[src/rtl/mod_divide_pkg.sv]
// Shared constants and state encoding for the modular division unit.
// Defaults match the ECEG datapath field (8-bit operands, P = 23).
package mod_divide_pkg;

    localparam int DEF_DATAWIDTH = 8;
    localparam int DEF_P         = 23;
    localparam int DEF_TIMEOUT   = 4096;

    typedef enum logic [2:0] {
        S_IDLE   = 3'd0,
        S_CHECK  = 3'd1,
        S_REQ    = 3'd2,
        S_WAIT   = 3'd3,
        S_MULT   = 3'd4,
        S_FINISH = 3'd5
    } state_t;

endpackage

[src/rtl/mod_divide_mult.sv]
// Interleaved MSB-first modular multiplier, one bit of b per enabled cycle.
// ready flags the final step; product holds the result the cycle after.
module mod_mult_serial
    import mod_divide_pkg::*;
#(
    parameter int                   DATAWIDTH = DEF_DATAWIDTH,
    parameter logic [DATAWIDTH-1:0] P         = DATAWIDTH'(DEF_P)
) (
    input  logic                 clk,
    input  logic                 rst_n,
    input  logic                 enable,
    input  logic [DATAWIDTH-1:0] a,
    input  logic [DATAWIDTH-1:0] b,
    output logic [DATAWIDTH-1:0] product,
    output logic                 ready
);

    localparam int IW = $clog2(DATAWIDTH);

    logic [IW-1:0]        cnt_q;
    logic [IW-1:0]        idx;
    logic [DATAWIDTH-1:0] acc_q;
    logic [DATAWIDTH-1:0] dbl;
    logic [DATAWIDTH-1:0] nxt;

    // Inputs are < 2P, so one conditional subtract fully reduces.
    function automatic logic [DATAWIDTH-1:0] reduce(
        input logic [DATAWIDTH:0] v
    );
        if (v >= {1'b0, P})
            reduce = DATAWIDTH'(v - {1'b0, P});
        else
            reduce = v[DATAWIDTH-1:0];
    endfunction

    always_comb begin
        idx = IW'(DATAWIDTH - 1) - cnt_q;
        dbl = reduce({acc_q, 1'b0});
        nxt = dbl;
        if (b[idx])
            nxt = reduce({1'b0, dbl} + {1'b0, a});
    end

    assign ready   = enable && (cnt_q == IW'(DATAWIDTH - 1));
    assign product = acc_q;

    always_ff @(posedge clk or negedge rst_n) begin
        if (!rst_n) begin
            acc_q <= '0;
            cnt_q <= '0;
        end else if (enable) begin
            acc_q <= nxt;
            cnt_q <= cnt_q + 1'b1;
        end else begin
            acc_q <= '0;
            cnt_q <= '0;
        end
    end

endmodule

[src/rtl/mod_divide.sv]
// Modular division result = a * b^-1 mod P, using an external inversion
// unit for b^-1 and a bit-serial multiplier for the product.
module mod_divide
    import mod_divide_pkg::*;
#(
    parameter int                   DATAWIDTH = DEF_DATAWIDTH,
    parameter logic [DATAWIDTH-1:0] P         = DATAWIDTH'(DEF_P),
    parameter int                   TIMEOUT   = DEF_TIMEOUT
) (
    input  logic                 clk,
    input  logic                 rst_n,
    input  logic                 start,
    input  logic [DATAWIDTH-1:0] a,
    input  logic [DATAWIDTH-1:0] b,
    output logic                 busy,
    output logic                 done,
    output logic [DATAWIDTH-1:0] result,
    output logic                 err,
    output logic                 inv_enable,
    output logic [DATAWIDTH-1:0] inv_x,
    input  logic [DATAWIDTH-1:0] inv_result,
    input  logic                 inv_ready
);

    localparam int WW = $clog2(TIMEOUT + 1);

    state_t               state_q;
    state_t               state_d;
    logic [DATAWIDTH-1:0] a_q;
    logic [DATAWIDTH-1:0] b_q;
    logic [DATAWIDTH-1:0] binv_q;
    logic [DATAWIDTH-1:0] binv_d;
    logic [DATAWIDTH-1:0] result_q;
    logic                 busy_q;
    logic                 done_q;
    logic                 err_q;
    logic                 fail_q;
    logic                 fail_d;
    logic [WW-1:0]        wd_q;
    logic                 wd_hit;
    logic                 bad_op;
    logic                 mul_en;
    logic                 mul_rdy;
    logic [DATAWIDTH-1:0] prod;

    assign wd_hit = (wd_q == WW'(TIMEOUT - 1));
    assign bad_op = (a_q >= P) || (b_q >= P) || (b_q == '0);
    assign mul_en = (state_q == S_MULT);

    always_comb begin
        state_d = state_q;
        binv_d  = binv_q;
        fail_d  = fail_q;
        unique case (state_q)
            S_IDLE: begin
                if (start) begin
                    state_d = S_CHECK;
                    fail_d  = 1'b0;
                end
            end
            S_CHECK: begin
                if (bad_op) begin
                    state_d = S_FINISH;
                    fail_d  = 1'b1;
                end else if (b_q == DATAWIDTH'(1)) begin
                    state_d = S_MULT;
                    binv_d  = DATAWIDTH'(1);
                end else begin
                    state_d = S_REQ;
                end
            end
            // Wait for the responder to clear any stale ready flag.
            S_REQ: begin
                if (wd_hit) begin
                    state_d = S_FINISH;
                    fail_d  = 1'b1;
                end else if (!inv_ready) begin
                    state_d = S_WAIT;
                end
            end
            S_WAIT: begin
                if (inv_ready) begin
                    state_d = S_MULT;
                    binv_d  = inv_result;
                end else if (wd_hit) begin
                    state_d = S_FINISH;
                    fail_d  = 1'b1;
                end
            end
            S_MULT: begin
                if (mul_rdy)
                    state_d = S_FINISH;
            end
            S_FINISH: state_d = S_IDLE;
            default:  state_d = S_IDLE;
        endcase
    end

    always_ff @(posedge clk or negedge rst_n) begin
        if (!rst_n) begin
            state_q  <= S_IDLE;
            a_q      <= '0;
            b_q      <= '0;
            binv_q   <= '0;
            result_q <= '0;
            busy_q   <= 1'b0;
            done_q   <= 1'b0;
            err_q    <= 1'b0;
            fail_q   <= 1'b0;
            wd_q     <= '0;
        end else begin
            state_q <= state_d;
            binv_q  <= binv_d;
            fail_q  <= fail_d;
            done_q  <= (state_q == S_FINISH);
            if (state_q == S_IDLE && start) begin
                a_q    <= a;
                b_q    <= b;
                busy_q <= 1'b1;
            end
            if (state_q == S_FINISH) begin
                busy_q   <= 1'b0;
                err_q    <= fail_q;
                result_q <= fail_q ? '0 : prod;
            end
            // One watchdog spans both handshake phases.
            if (state_q == S_REQ || state_q == S_WAIT)
                wd_q <= wd_q + 1'b1;
            else
                wd_q <= '0;
        end
    end

    mod_mult_serial #(
        .DATAWIDTH (DATAWIDTH),
        .P         (P)
    ) u_mult (
        .clk     (clk),
        .rst_n   (rst_n),
        .enable  (mul_en),
        .a       (a_q),
        .b       (binv_q),
        .product (prod),
        .ready   (mul_rdy)
    );

    assign busy       = busy_q;
    assign done       = done_q;
    assign err        = err_q;
    assign result     = result_q;
    assign inv_enable = (state_q == S_REQ);
    assign inv_x      = b_q;

endmodule

[config.mk]
export PLATFORM = sky130hd
export DESIGN_NAME = mod_divide
export DESIGN_NICKNAME = d
export VERILOG_FILES = /design/src/rtl/mod_divide_pkg.sv /design/src/rtl/mod_divide_mult.sv /design/src/rtl/mod_divide.sv
export SDC_FILE = /design/constraint.sdc
export NUM_CORES = 1
export LEC_CHECK = 0
export ABC_AREA = 1
export CAP_MARGIN = 20
export CORE_MARGIN = 2
export CORE_UTILIZATION = 45
export DETAILED_ROUTE_END_ITERATION = 10
export PLACE_DENSITY = 0.73
export SETUP_SLACK_MARGIN = 0.1
export SYNTH_ARGS = -nofsm -noshare
export SYNTH_HDL_FRONTEND = slang
export SYNTH_HIERARCHICAL = 1
export SYNTH_SLANG_ARGS = --single-unit
[constraint.sdc]
create_clock -name clk -period 3.25 [get_ports clk]
set_input_delay 0.8125 -clock clk [delete_from_list [all_inputs] [get_ports clk]]
set_output_delay 0.8125 -clock clk [all_outputs]
set_load 0.01 [all_outputs]
==> After elaboration in Yosys (flattened, before gate mapping) <==
Cells that the tools add are included.
{ "word_totals": {"reg_bits": 63, "inputBits": 28, "out_inout_bits": 20, "word_cells": 82} }
{ "op_classes": {"addsub": 6, "n_lt_le_gt_ge": 5, "n_eq_ne": 17, "mux": 29, "n_reduce_logical": 13} }
{ "op_table": {"columns": ["cell", "n"], "rows": [
  ["8-bit two-way mux", 8],
  ["3-bit two-way mux", 9],
  ["9-bit by 5-bit greater-or-equal comparator with 1-bit output (second input constant)", 2],
  ["8-bit by 5-bit greater-or-equal comparator with 1-bit output (second input constant)", 2],
  ["8-bit one-hot mux with 2 select lines", 1],
  ["8-bit by 5-bit subtractor with 8-bit output (second input constant)", 2],
  ["3-bit one-hot mux with 5 select lines", 1],
  ["2-bit != test (second input constant)", 7],
  ["13-bit by 1-bit adder with 13-bit output (second input constant)", 1],
  ["13-bit by 12-bit == test with 1-bit output (second input constant)", 1],
  ["13-bit two-way mux", 1],
  ["4-bit AND reduction", 3],
  ["8-bit by 8-bit adder with 9-bit output", 1],
  ["3-bit == test (second input constant)", 3],
  ["8-bit by 1-bit == test with 1-bit output (second input constant)", 1],
  ["8-bit logical NOT", 1],
  ["1-bit two-way mux", 7],
  ["3-bit by 2-bit == test with 1-bit output (second input constant)", 2],
  ["3-bit by 4-bit less-than comparator with 1-bit output (second input constant)", 1],
  ["1-bit one-hot mux with 4 select lines", 1],
  ["2-bit nonzero test", 2],
  ["4-bit nonzero test", 1],
  ["3-bit by 1-bit adder with 3-bit output (second input constant)", 1],
  ["1-bit binary-select mux with 3-bit select", 1],
  ["7 further kinds", 10]
]} }

==> Depth between registers and ports, before layout <==
Gate-level depths: netlist (run 1).
{ "logic_depth": {"depth_word": 7, "ltp_mapped": 18, "depth_no_buf": 18} }

==> Modules after synthesis <==
The synthesis (run 1) kept the hierarchy.
{ "modules_own_cells": {"columns": ["module", "instances", "cells_per_inst", "area_each_um2", "seq_area_each_um2"], "rows": [
  ["mod_divide", 1, 270, 2398.6, 1301.2],
  ["mod_mult_serial", 1, 195, 1318.8, 275.3]
]} }

==> Worst setup path before layout (run 1) <==
OpenSTA, ideal clock, no wires.
{ "synth_path": {"path_type": "register -> register", "startpoint": "register u_mult.acc_q[2] (netlist: u_mult/product[2])", "endpoint": "register u_mult.acc_q[0] (netlist: u_mult/product[0])", "setup_time_ns": 0.073, "arrival_ns": 2.619, "required_ns": 3.177, "setup_slack_ns": 0.557, "stages_incl_launch_ff": 16, "n_path_buf": 0, "period_less_slack_ns": 2.693, "path_cell_list": "dfrtp_1 -> ha_1 -> nor3_2 -> nand2_1 -> ha_1 -> fa_1 -> or2_1 -> nand3_1 -> nand3_2 -> nand2_4 -> nand2_4 -> nor2_8 -> nand2_4 -> nand2_1 -> nand2_1 -> a21oi_2"} }
{ "synth_via": {"elab_chain_cells": 7, "word_cells_on_any_way": 9, "classes_between": "add/sub: 3; order compare: 2; mux: 4"} }
{ "synth_rtl": {"columns": ["item", "line", "rtl"], "rows": [
  ["start, declared", "mod_divide_mult.sv:22", "logic [DATAWIDTH-1:0] acc_q;"],
  ["start signal, assigned", "mod_divide_mult.sv:52", "acc_q <= nxt;"],
  ["9-bit by 5-bit greater-or-equal comparator with 1-bit output or 8-bit by 5-bit subtractor with 8-bit output (tied branches)", "mod_divide_mult.sv:30, mod_divide_mult.sv:31", null],
  ["8-bit two-way mux *", "mod_divide_mult.sv:30", "if (v >= {1'b0, P})"],
  ["8-bit by 8-bit adder with 9-bit output", "mod_divide_mult.sv:41", "nxt = reduce({1'b0, dbl} + {1'b0, a});"],
  ["8-bit by 5-bit subtractor with 8-bit output or 9-bit by 5-bit greater-or-equal comparator with 1-bit output (tied branches)", "mod_divide_mult.sv:31, mod_divide_mult.sv:30", null],
  ["8-bit two-way mux", "mod_divide_mult.sv:30", null],
  ["8-bit two-way mux *", "mod_divide_mult.sv:40", "if (b[idx])"],
  ["8-bit two-way mux *", "mod_divide_mult.sv:51", "end else if (enable) begin"]
]} }
Every way passes the cells marked *; elsewhere a longest branch is shown, timed or not.
A chain may end at the register's enable or synchronous reset.

==> Worst setup path after layout (run 1) <==
{ "layout_path": {"startpoint": "register u_mult.acc_q[2] (netlist: u_mult/product[2])", "endpoint": "register u_mult.acc_q[2] (netlist: u_mult/product[2])"} }
Same word-level chain as after synthesis.

==> results by group, run 1 <==
Placed design
  – Detailed Place HPWL: 6100 um
  – Pre-CTS setup slack: 0.301 ns
  – Routability Congestion: 0.932
  – Port Buffers: 47
  – Dpl cells: 615

Synthesis
  – Post-synth top area cell: dfrtp_1
  – Sequential area share after synthesis: 42.4%
  – Synth Register Bits: 63
  – Mapped Area: 3720 um2
  – Share of synthesized flip-flops with an asynchronous set or reset: 100%
  – Syn nets: 509
  – Syn Inst Count: 465
  – Syn. warnings: 6
  – Fraction of the mapped netlist area in adder cells: 5.59%
  – Mean Syn Cell Area: 7.99 um2
  – Most frequent cell after synthesis: nand2_1
  – Largest cells by area after synthesis: dfrtp_1 42%, nand2_1 13%, inv_1 5.6%
  – Post-synthesis compound-gate area fraction: 10.2%
  – Yosys top cell area share: 42.4%
  – XOR/XNOR share of the synthesized area: 1.41%
  – Combinational family with the most area after synthesis: simple AND/OR/NAND/NOR gates
  – Main synth FF type: dfrtp_1
  – Post-synthesis mux area share: 4.04%
  – Post-synth top cells: 129 x nand2_1, 63 x dfrtp_1, 55 x inv_1, 42 x nor2_1, 28 x nand3_1
  – Post-synth EDFFs: 0
  – Post-synth cell types: 41
  – Simple-gate share of the synthesized area: 29.3%

Floorplanning
  – Die Span Y: 94.9 um
  – Die Footprint: 9000 um2
  – CORE AREA: 8090 um2
  – Ports: 48
  – Starting Density: 45.9%
  – Cell Rows: 33
  – Die X: 94.9 um

STA
  – Slew Viols, Final: 0
  – Setup tns final: 0 ns
  – Final Skew: 0.00906 ns
  – Crit share post-route: 89.9%
  – RSZ-0062 raised after global routing: no
  – Setup slack after layout: 0.328 ns
  – Minimum clock period: 2.92 ns
  – F_max: 0.342 GHz
  – Hold Fails Final Rpt: 0
  – Slew Limit Headroom: 63.4%
  – Setup violators final: 0
  – Tightest Pin Transition: 0.547 ns

Critical path
  – Slowest CP cell: dfrtp_1
  – FF-to-FF path depth: 15
  – Setup Crit Path Kind: reg2reg
  – Most Frequent Cell on Critical Path: nand2_4
  – Critical path startpoint: u_mult/product[2]$_DFF_PN0_
  – Worst Setup Start Kind: register
  – Origin of the critical flop-to-flop path: u_mult/product[2]$_DFF_PN0_
  – Reg-to-reg endpoint: u_mult/product[2]$_DFF_PN0_
  – R2R Setup Slk: 0.33 ns
  – Crit Path Max Fanout: 7
  – CP peak stage delay: 0.43 ns
  – Critical Path End Type: register
  – Crit path capture: u_mult/product[2]$_DFF_PN0_
  – Critical-path cell list: ha_1 > nor3_4 > nand2_2 > ha_1 > fa_1 > or2_1 > nand3_1 > nand3_2 > nand2_4 > nand2_4 > nor2_8 > nand2_4 > nand2_1 > nand2_1 > a21oi_2
  – Worst EP required: 3.52 ns
  – Worst Path Arrival: 3.20 ns

Clock network
  – Worst-path clk slew: 0.07 ns
  – Clk_lat worst skew: 0.35 ns
  – Clk root buf: clkbuf_8
  – Num CTS Buffers: 9
  – Total clock sinks: 63
  – CTS tree: yes
  – Hold Buf Count CTS: 0
  – Number of gates resized after CTS: 0
  – Maximum clock path buffer count: 2
  – Post-CTS setup buffer count: 0
  – H-tree depth: 3

Finish
  – Fillers: 770
  – Final std cells w/o fill: 631
  – FF/Latch Area: 1580 um2
  – Multi-input logic area: 1890 um2
  – Antenna Cells: 0
  – Post-layout util: 55.7%
  – Total Nets Final: 565
  – Share of cells above drive strength 1: 12.7%
  – Area Growth Syn to Fin: 21.3%

Hold path
  – Worst min-delay path class: in2async

GRT
  – GRT Util Overall: 19.7%
  – Vias in the first global route: 3031
  – Largest net degree at the start of global routing: 24
  – First-pass GRT wire length: 13800 um
  – Initial antenna violation count: 0
  – GR Overflow Total: 0

Routing
  – TritonRoute pass-1 iters: 4
  – Via-per-instance ratio: 4.99
  – Post-DRT Antenna Nets: 0
  – Wire length per cell: 12.9 um
  – Drt total wl: 8160 um
  – Via count: 3151
  – DRT iter0 DRCs: 188
  – Drt drc: 0

Flow run
  – Maximum Capacitance Violations: 0

Power
  – Pwr dens: 1160 nW/um2
  – Power, Total: 5.25 mW
  – Leak Pwr: 2.30 nW
  – Maximum vdd drop: 0.836 mV

Outcome
  – Status: finished clean
[cells by family after synthesis]
group / count (synthesis)
AOI/OAI and AO/OA: 62
xor gates and xnor gates: 6
adders and majority gates: 16
buffers and inverters: 67
DFF: 63
muxes: 11
and+or+nand+nor: 240
[cell type report]
class                      instances  share of cell area [%]
tap                              105                    2.91
clock buffer                      12                    3.22
sequential                        63                    35.0
multi-input combinational        335                    41.9
inverter                          62                    5.16
clock inverter                     4                   0.999
timing repair buffer              50                    10.8
[stage by stage]
| step | hold WS, ns | instance area, um2 |
|---|---|---|
| floorplan | 0.433 | 3720 |
| global placement | 0.451 | 4310 |
| detailed placement | 0.459 | 4310 |
| CTS | 0.435 | 4500 |
| global route | 0.460 | 4510 |
| finish | 0.428 | 4510 |
[power by group]
| part | switching [mW] | internal (mW) |
|---|---|---|
| Clock | 0.305 | 0.372 |
| Sequential | 0.218 | 1.01 |
| Combinational | 2.01 | 1.33 |
| Total | 2.53 | 2.71 |
[state kept, by name (all words and copies together), names as in the netlist, 3 cells and up]
register	flops
result	8
a_q	8
state_q	3
u_mult/product	8
inv_x	8
u_mult/cnt_q	3
wd_q	13
binv_q	8
[routing by layer]
| metal | global-route usage [%] | wire length, um |
|---|---|---|
| met4 | 9.54 | 166 |
| met3 | 3.43 | 240 |
| met5 | 0 | 0 |
| met2 | 34.4 | 4070 |
| met1 | 23.5 | 3690 |
[how the worst min path moves through the flow]
stage,start,endpoint,slack (ns),depth (start not counted)
after floorplan,wd_q[0]$_DFF_PN0_,wd_q[0]$_DFF_PN0_,0.43,1
after global placement,wd_q[0]$_DFF_PN0_,wd_q[0]$_DFF_PN0_,0.45,1
after detailed placement,binv_q[0]$_DFFE_PN0P_,binv_q[0]$_DFFE_PN0P_,0.46,2
after CTS,rst_n,inv_x[1]$_DFFE_PN0P_,0.44,1
after global routing,rst_n,inv_x[1]$_DFFE_PN0P_,0.46,1
final,rst_n,inv_x[1]$_DFFE_PN0P_,0.43,1
[critical path: cells and delay by family (launching register included)]
family                     cells  cell delay, ns
DFF                            1            0.43
and+or+nand+nor               11            1.35
adders and majority gates      3            0.92
AOI/OAI and AO/OA              1            0.12
[placed cells by master (no fill, tap or decap), types with 2 or more instances in the layout]
cell,netlist,final
a21boi_1,2,2
a21oi_1,25,25
a21oi_2,4,4
a22o_1,8,8
buf_4,0,3
clkbuf_1,1,2
clkbuf_8,0,10
clkdlybuf4s50_1,0,46
clkinv_2,0,3
dfrtp_1,63,63
ha_1,15,15
inv_1,55,55
inv_2,6,6
mux2_2,4,4
mux2_4,7,7
nand2_1,129,128
nand2_2,10,11
nand2_4,3,3
nand3_1,28,28
nand3_2,4,4
nand3b_1,2,2
nand4_1,4,4
nor2_1,42,42
nor2_2,5,4
nor3_1,4,4
nor3b_1,2,2
o21a_1,2,2
o21ai_0,16,16
xnor2_1,3,3
xor2_1,3,3
(Power assumes the default switching activity.)
==> inputs of run 2 (changes only) <==
--- a/config.mk
+++ b/config.mk
@@ -9,6 +9,7 @@
 export CAP_MARGIN = 20
 export CORE_MARGIN = 2
 export CORE_UTILIZATION = 45
+export CTS_CLUSTER_DIAMETER = 30
 export DETAILED_ROUTE_END_ITERATION = 10
 export PLACE_DENSITY = 0.73
 export SETUP_SLACK_MARGIN = 0.1
==> results of run 2 <==
Same layout as run 1: the final DEF is identical, and so are final timing and power.
